==> src/rtl/dcp_rx_scan.sv <==
// dcp_rx_scan: scans the UART byte stream for one command character or one hex word per request.
// A one-deep hold buffer catches bytes that arrive while no scan is consuming them.
module dcp_rx_scan #(
    parameter int WORD_W     = 32,
    parameter int MAX_DIGITS = 8
) (
    input  logic              clk,
    input  logic              rstn,
    input  logic              rx_vld,
    input  logic [7:0]        rx_data,
    input  logic              req_rx,
    input  logic              type_rx,
    output logic              ack_rx,
    output logic              flag_rx,
    output logic [WORD_W-1:0] din_rx,
    output logic              ovf
);
    localparam int CW = $clog2(MAX_DIGITS + 1);
    localparam logic [CW-1:0] MAXC = CW'(MAX_DIGITS);
    typedef enum logic [1:0] {IDLE, CHAR, WORD, DONE} state_t;
    state_t state_q, state_d;
    logic [7:0] hold_q, hold_d;
    logic hold_vld_q, hold_vld_d;
    logic [WORD_W-1:0] acc_q, acc_d, din_q, din_d;
    logic [CW-1:0] cnt_q, cnt_d;
    logic bad_q, bad_d, ack_q, ack_d, flag_q, flag_d, ovf_q, ovf_d;
    logic scan, take, is_num, is_hex, is_sep;
    logic [7:0] b, uc;
    logic [3:0] nib;
    assign scan   = (state_q == CHAR || state_q == WORD) && req_rx;
    assign take   = scan && (hold_vld_q || rx_vld);
    assign b      = hold_vld_q ? hold_q : rx_data;
    assign is_num = b >= 8'h30 && b <= 8'h39;
    assign is_hex = is_num || (b >= 8'h41 && b <= 8'h46) || (b >= 8'h61 && b <= 8'h66);
    assign nib    = is_num ? b[3:0] : b[3:0] + 4'd9;
    assign is_sep = b == 8'h20 || b == 8'h0D || b == 8'h0A;
    assign uc     = (b >= 8'h61 && b <= 8'h7A) ? b - 8'h20 : b;
    always_comb begin
        state_d    = state_q;
        hold_d     = hold_q;
        hold_vld_d = hold_vld_q;
        acc_d      = acc_q;
        cnt_d      = cnt_q;
        bad_d      = bad_q;
        din_d      = din_q;
        flag_d     = flag_q;
        ovf_d      = ovf_q;
        ack_d      = 1'b0;
        // held byte is consumed first; a live byte in the same cycle refills the buffer
        if (take && hold_vld_q) begin
            hold_vld_d = rx_vld;
            hold_d     = rx_data;
        end else if (rx_vld && !take) begin
            hold_vld_d = 1'b1;
            hold_d     = rx_data;
            ovf_d      = ovf_q | hold_vld_q;
        end
        case (state_q)
            IDLE: if (req_rx) begin
                state_d = type_rx ? WORD : CHAR;
                acc_d   = '0;
                cnt_d   = '0;
                bad_d   = 1'b0;
            end
            CHAR: if (!req_rx) state_d = IDLE;
            else if (take && !is_sep) begin
                din_d   = WORD_W'(uc);
                flag_d  = 1'b0;
                ack_d   = 1'b1;
                state_d = DONE;
            end
            WORD: if (!req_rx) begin
                state_d = IDLE;
                acc_d   = '0;
                cnt_d   = '0;
                bad_d   = 1'b0;
            end else if (take) begin
                if (!is_sep) begin
                    acc_d = is_hex ? {acc_q[WORD_W-5:0], nib} : acc_q;
                    cnt_d = (cnt_q >= MAXC) ? cnt_q : cnt_q + 1'b1;
                    bad_d = bad_q || !is_hex || cnt_q >= MAXC;
                end else if (cnt_q != '0) begin
                    din_d   = acc_q;
                    flag_d  = bad_q;
                    ack_d   = 1'b1;
                    state_d = DONE;
                end else if (b == 8'h0D) begin
                    din_d   = '0;
                    flag_d  = 1'b1;
                    ack_d   = 1'b1;
                    state_d = DONE;
                end
            end
            default: state_d = IDLE;
        endcase
    end
    always_ff @(posedge clk or negedge rstn) begin
        if (!rstn) begin
            state_q    <= IDLE;
            hold_q     <= '0;
            hold_vld_q <= 1'b0;
            acc_q      <= '0;
            cnt_q      <= '0;
            bad_q      <= 1'b0;
            din_q      <= '0;
            flag_q     <= 1'b0;
            ack_q      <= 1'b0;
            ovf_q      <= 1'b0;
        end else begin
            state_q    <= state_d;
            hold_q     <= hold_d;
            hold_vld_q <= hold_vld_d;
            acc_q      <= acc_d;
            cnt_q      <= cnt_d;
            bad_q      <= bad_d;
            din_q      <= din_d;
            flag_q     <= flag_d;
            ack_q      <= ack_d;
            ovf_q      <= ovf_d;
        end
    end
    assign ack_rx  = ack_q;
    assign flag_rx = flag_q;
    assign din_rx  = din_q;
    assign ovf     = ovf_q;
endmodule

==> config.mk <==
export PLATFORM = sky130hd
export DESIGN_NAME = dcp_rx_scan
export DESIGN_NICKNAME = d
export VERILOG_FILES = /design/src/rtl/dcp_rx_scan.sv
export SDC_FILE = /design/constraint.sdc
export NUM_CORES = 1
export LEC_CHECK = 0
export BUFFER_PORTS_ARGS = -buffer_cell sky130_fd_sc_hd__buf_2
export CAP_MARGIN = 20
export CORE_AREA = 5 5 117 119
export DETAILED_ROUTE_END_ITERATION = 16
export DIE_AREA = 0 0 122 124
export RECOVER_POWER = 100
export SYNTH_ARGS = -nofsm -noshare
export SYNTH_HDL_FRONTEND = slang
export SYNTH_SLANG_ARGS = --single-unit
export TNS_END_PERCENT = 30
==> constraint.sdc <==
create_clock -name clk -period 3.57 [get_ports clk]
set_clock_uncertainty 0.05 [all_clocks]
set_input_delay 0.714 -clock clk [delete_from_list [all_inputs] [get_ports clk]]
set_output_delay 0.714 -clock clk [all_outputs]
set_load 0.01 [all_outputs]
==> run_summary.xml <==
<?xml version="1.0" encoding="UTF-8"?>
<metrics>
  <group name="logic_synthesis">
    <metric name="yosys_register_bits" unit="">83</metric>
    <metric name="net_count_after_synthesis" unit="">418</metric>
    <metric name="yosys_most_used_dff" unit="">sky130_fd_sc_hd__dfrtp_1</metric>
    <metric name="synth_common_cells" unit="">sky130_fd_sc_hd__dfrtp_1, sky130_fd_sc_hd__nand2_1, sky130_fd_sc_hd__inv_1, sky130_fd_sc_hd__mux2i_1, sky130_fd_sc_hd__a22o_1</metric>
    <metric name="synthesis.area_per_instance" unit="um2">10.8</metric>
    <metric name="postSynth.asyncResetShare" unit="">1.00</metric>
    <metric name="synthCells" unit="">391</metric>
    <metric name="synthDistinctLibCells" unit="">54</metric>
    <metric name="yosys_warnings" unit="">0</metric>
    <metric name="yosys.area.top_type_share" unit="">0.490</metric>
    <metric name="synth.largest_area_cell" unit="">sky130_fd_sc_hd__dfrtp_1</metric>
    <metric name="yosysSeqAreaShare" unit="">0.490</metric>
    <metric name="synth_enable_flop_cells" unit="">0</metric>
    <metric name="cell_area_after_synthesis" unit="um2">4240</metric>
    <metric name="yosys-top-cells-area" unit="">sky130_fd_sc_hd__dfrtp_1, sky130_fd_sc_hd__mux2i_1, sky130_fd_sc_hd__a22o_1</metric>
    <metric name="post-synth-top-count-cell" unit="">sky130_fd_sc_hd__dfrtp_1</metric>
  </group>
  <group name="grt">
    <metric name="grt_busiest_layer" unit="">met2</metric>
    <metric name="gr-usage-met2" unit="">0.201</metric>
    <metric name="grtUsageTotal" unit="">0.125</metric>
    <metric name="grt_antenna_before_repair" unit="">0</metric>
    <metric name="grt_start_max_net_pins" unit="">84</metric>
    <metric name="grt.met3_usage" unit="">0.0313</metric>
    <metric name="via_count_of_the_first_global_routing_pass" unit="">3012</metric>
    <metric name="gr-usage-met1" unit="">0.168</metric>
    <metric name="grt_first_pass_wirelength" unit="um">15200</metric>
    <metric name="grt.overflow.total" unit="">0</metric>
  </group>
  <group name="route">
    <metric name="antenna_violating_nets_post_route" unit="">0</metric>
    <metric name="num_vias" unit="">3098</metric>
    <metric name="detail_route.drc_violations" unit="">0</metric>
    <metric name="wl_per_cell" unit="um">14.6</metric>
    <metric name="drt-total-wl" unit="um">9090</metric>
    <metric name="viasPerCell" unit="">4.99</metric>
    <metric name="first_iter_violations" unit="">128</metric>
    <metric name="drt_pass1_iterations" unit="">4</metric>
  </group>
  <group name="place">
    <metric name="hpwl" unit="um">6400</metric>
    <metric name="dp_area" unit="um2">4680</metric>
    <metric name="place_congestion" unit="">0.844</metric>
    <metric name="numPortBuffers" unit="">47</metric>
    <metric name="placement.setup.worst_slack" unit="ns">0.270</metric>
  </group>
  <group name="timing">
    <metric name="final-setup-viol-count" unit="">0</metric>
    <metric name="tightestPinTransition" unit="ns">1.44</metric>
    <metric name="finalSetupTns" unit="ns">0</metric>
    <metric name="postLayoutSetupSlackWorst" unit="ns">0.499</metric>
    <metric name="fmax" unit="GHz">0.326</metric>
    <metric name="grt_setup_unrepaired" unit="">no</metric>
    <metric name="finalMaxSlewViolations" unit="">0</metric>
    <metric name="finalHoldViolCount" unit="">0</metric>
    <metric name="fin_crit_sh" unit="">0.860</metric>
    <metric name="fin_crit" unit="ns">3.07</metric>
    <metric name="max_slew_margin" unit="">0.0416</metric>
  </group>
  <group name="floorplanning">
    <metric name="ios" unit="">48</metric>
    <metric name="core_ar" unit="um2">12500</metric>
    <metric name="starting_utilization_of_the_core_area" unit="">0.340</metric>
    <metric name="dieHeight" unit="um">124</metric>
    <metric name="die_width" unit="um">122</metric>
    <metric name="row_count" unit="">41</metric>
    <metric name="dieArea" unit="um2">15100</metric>
  </group>
  <group name="worst_setup_path">
    <metric name="cp_top_family" unit="">compound AO/OA/AOI/OAI gates</metric>
    <metric name="rr_startpoint" unit="">hold_vld_q$_DFFE_PN0P_</metric>
    <metric name="timing.critical_path.arrival" unit="ns">3.28</metric>
    <metric name="path_class" unit="">flip-flop to flip-flop</metric>
    <metric name="cp-start-kind" unit="">flip-flop</metric>
    <metric name="worstPathRequired" unit="ns">3.78</metric>
    <metric name="critPathLaunch" unit="">hold_vld_q$_DFFE_PN0P_</metric>
    <metric name="worst_setup_path_end_kind" unit="">flip-flop</metric>
    <metric name="timing.critical_path.slowest_stage_cell" unit="">sky130_fd_sc_hd__dfrtp_1</metric>
    <metric name="critical_path.cell_chain" unit="">buf_4, mux2i_1, o21ai_1, nor2_1, clkbuf_1, o211ai_1, a21oi_4, buf_4, mux2i_1</metric>
    <metric name="cp_slowest_stage_delay" unit="ns">0.43</metric>
    <metric name="timing.critical_path.fanout_max" unit="">18</metric>
    <metric name="worstPathBufferInverterCount" unit="">3</metric>
  </group>
  <group name="clocking">
    <metric name="clock_slew_at_the_register_clock_pins_of_the_worst_setup_and_hold_paths" unit="ns">0.06</metric>
    <metric name="clock_tree.buffer_depth" unit="">2</metric>
    <metric name="cts.htree.levels" unit="">3</metric>
    <metric name="number_of_setup_buffers_added_after_cts" unit="">0</metric>
    <metric name="ctsRootBufferMaster" unit="">sky130_fd_sc_hd__clkbuf_16</metric>
    <metric name="postCtsResizedCells" unit="">0</metric>
    <metric name="numClockSinks" unit="">83</metric>
    <metric name="cts_inserted_buffers" unit="">9</metric>
    <metric name="postCtsHoldBufs" unit="">0</metric>
    <metric name="clk_latency" unit="ns">0.34</metric>
    <metric name="tritoncts" unit="">yes</metric>
  </group>
  <group name="min_path">
    <metric name="hold_start" unit="">ovf$_DFFE_PN0P_</metric>
    <metric name="min_path_type" unit="">flip-flop to flip-flop</metric>
  </group>
  <group name="pwr">
    <metric name="power_per_cell_area" unit="nW/um2">730</metric>
    <metric name="cellLeakagePower" unit="nW">2.18</metric>
    <metric name="design_power_total" unit="mW">3.61</metric>
    <metric name="ir_worst_vdd" unit="V">0.000368</metric>
  </group>
  <group name="finish">
    <metric name="n_antenna_cell" unit="">0</metric>
    <metric name="post_route_cells_drive_above_1_share" unit="">0.125</metric>
    <metric name="synth_to_final_area_change" unit="%">16.6</metric>
    <metric name="finalNetCount" unit="">471</metric>
    <metric name="post-route-cell-area" unit="um2">4940</metric>
    <metric name="post-route-util" unit="">0.396</metric>
  </group>
  <group name="status">
    <metric name="run_status" unit="">completed</metric>
  </group>
  <group name="job">
    <metric name="max_cap_viol_count" unit="">0</metric>
  </group>
</metrics>
-- worst reg2reg max path: cells and delay by family (launching register included) --
kind / cells / cell delay, ns
AOI/OAI and AO/OA: 3 / 0.87
buffers and inverters: 3 / 0.78
DFF: 1 / 0.43
muxes: 2 / 0.65
and+or+nand+nor: 1 / 0.19
-- per-layer routing --
metal  part of all wire  wire length, um
met5                  0                0
met4              0.014              131
met3              0.045              412
met2               0.47             4260
met1               0.47             4280
-- through the flow --
| step | hold WS [ns] | cells |
|---|---|---|
| floorplan | 0.368 | 391 |
| global placement | 0.401 | 604 |
| detailed placement | 0.414 | 604 |
| CTS | 0.433 | 620 |
| global route | 0.464 | 621 |
| finish | 0.435 | 621 |
-- final cells by class --
type / count / area, um2
clock buffer: 10 / 239
clock inverter: 6 / 71.3
fill: 1250 / 7520
inverter: 39 / 146
multi-input combinational: 252 / 1910
sequential: 83 / 2080
tap: 172 / 215
timing repair buffer: 59 / 287
-- report_power, final --
group | total [mW] | internal, mW | switching (mW) | leakage (nW)
Sequential | 1.19 | 1.07 | 0.112 | 1.11
Clock | 0.956 | 0.568 | 0.387 | 0.146
Combinational | 1.47 | 0.606 | 0.860 | 0.926
-- layout by cell type, fill, tap and decap left out, types with 2 or more instances in the layout --
cell type / Yosys / routed
sky130_fd_sc_hd__and2_1: 3 / 3
sky130_fd_sc_hd__nor3_1: 7 / 7
sky130_fd_sc_hd__a21oi_1: 8 / 8
sky130_fd_sc_hd__buf_2: 6 / 11
sky130_fd_sc_hd__xnor2_1: 2 / 2
sky130_fd_sc_hd__nor4b_1: 2 / 2
sky130_fd_sc_hd__a31oi_1: 4 / 4
sky130_fd_sc_hd__a41o_1: 2 / 2
sky130_fd_sc_hd__nor2_1: 12 / 11
sky130_fd_sc_hd__inv_1: 39 / 39
sky130_fd_sc_hd__a22o_1: 33 / 33
sky130_fd_sc_hd__clkbuf_16: 0 / 9
sky130_fd_sc_hd__nor3b_1: 4 / 4
sky130_fd_sc_hd__mux2_1: 4 / 4
sky130_fd_sc_hd__inv_6: 0 / 3
sky130_fd_sc_hd__and3_1: 2 / 2
sky130_fd_sc_hd__clkbuf_1: 4 / 37
sky130_fd_sc_hd__a41oi_1: 2 / 2
sky130_fd_sc_hd__o211ai_1: 4 / 5
sky130_fd_sc_hd__a21o_1: 3 / 3
sky130_fd_sc_hd__nand2_1: 44 / 44
sky130_fd_sc_hd__mux2_2: 13 / 13
sky130_fd_sc_hd__nand3b_1: 2 / 2
sky130_fd_sc_hd__buf_4: 3 / 9
sky130_fd_sc_hd__ha_1: 14 / 14
sky130_fd_sc_hd__o21ai_0: 19 / 19
sky130_fd_sc_hd__nand3_1: 4 / 4
sky130_fd_sc_hd__and4b_1: 2 / 2
sky130_fd_sc_hd__nand2b_1: 2 / 2
sky130_fd_sc_hd__clkinvlp_4: 0 / 2
sky130_fd_sc_hd__dfrtp_1: 83 / 83
sky130_fd_sc_hd__mux2i_1: 36 / 36
-- registers in the layout, summed over array words and instances, names as in the netlist --
signal,cells
hold_vld_q,1
din_rx,32
ovf,1
ack_rx,1
flag_rx,1
hold_q,8
state_q,2
acc_q,32
bad_q,1
cnt_q,4
-- path summary, 6_finish.rpt --
path,cells past startpoint,to,slack [ns]
max,9,din_rx[14]$_DFFE_PN0P_,0.50
min,1,ovf$_DFFE_PN0P_,0.44
max reg2reg,9,din_rx[14]$_DFFE_PN0P_,0.50
min reg2reg,1,ovf$_DFFE_PN0P_,0.44
max in group asynchronous,2,din_rx[9]$_DFFE_PN0P_,0.85
min in group asynchronous,1,din_rx[12]$_DFFE_PN0P_,0.58
-- cells by family (layout without fill, tap and decap cells) --
| group | count (synthesis) | after routing | share of synthesized area |
|---|---|---|---|
| muxes | 53 | 53 | 0.130 |
| DFF | 83 | 83 | 0.490 |
| adders and majority gates | 15 | 15 | 0.0437 |
| AOI/OAI and AO/OA | 93 | 93 | 0.169 |
| and+or+nand+nor | 88 | 88 | 0.0992 |
| buffers and inverters | 56 | 114 | 0.0611 |
| xor gates and xnor gates | 3 | 3 | 0.00620 |
Note: power is estimated with default switching activity, not from simulation.
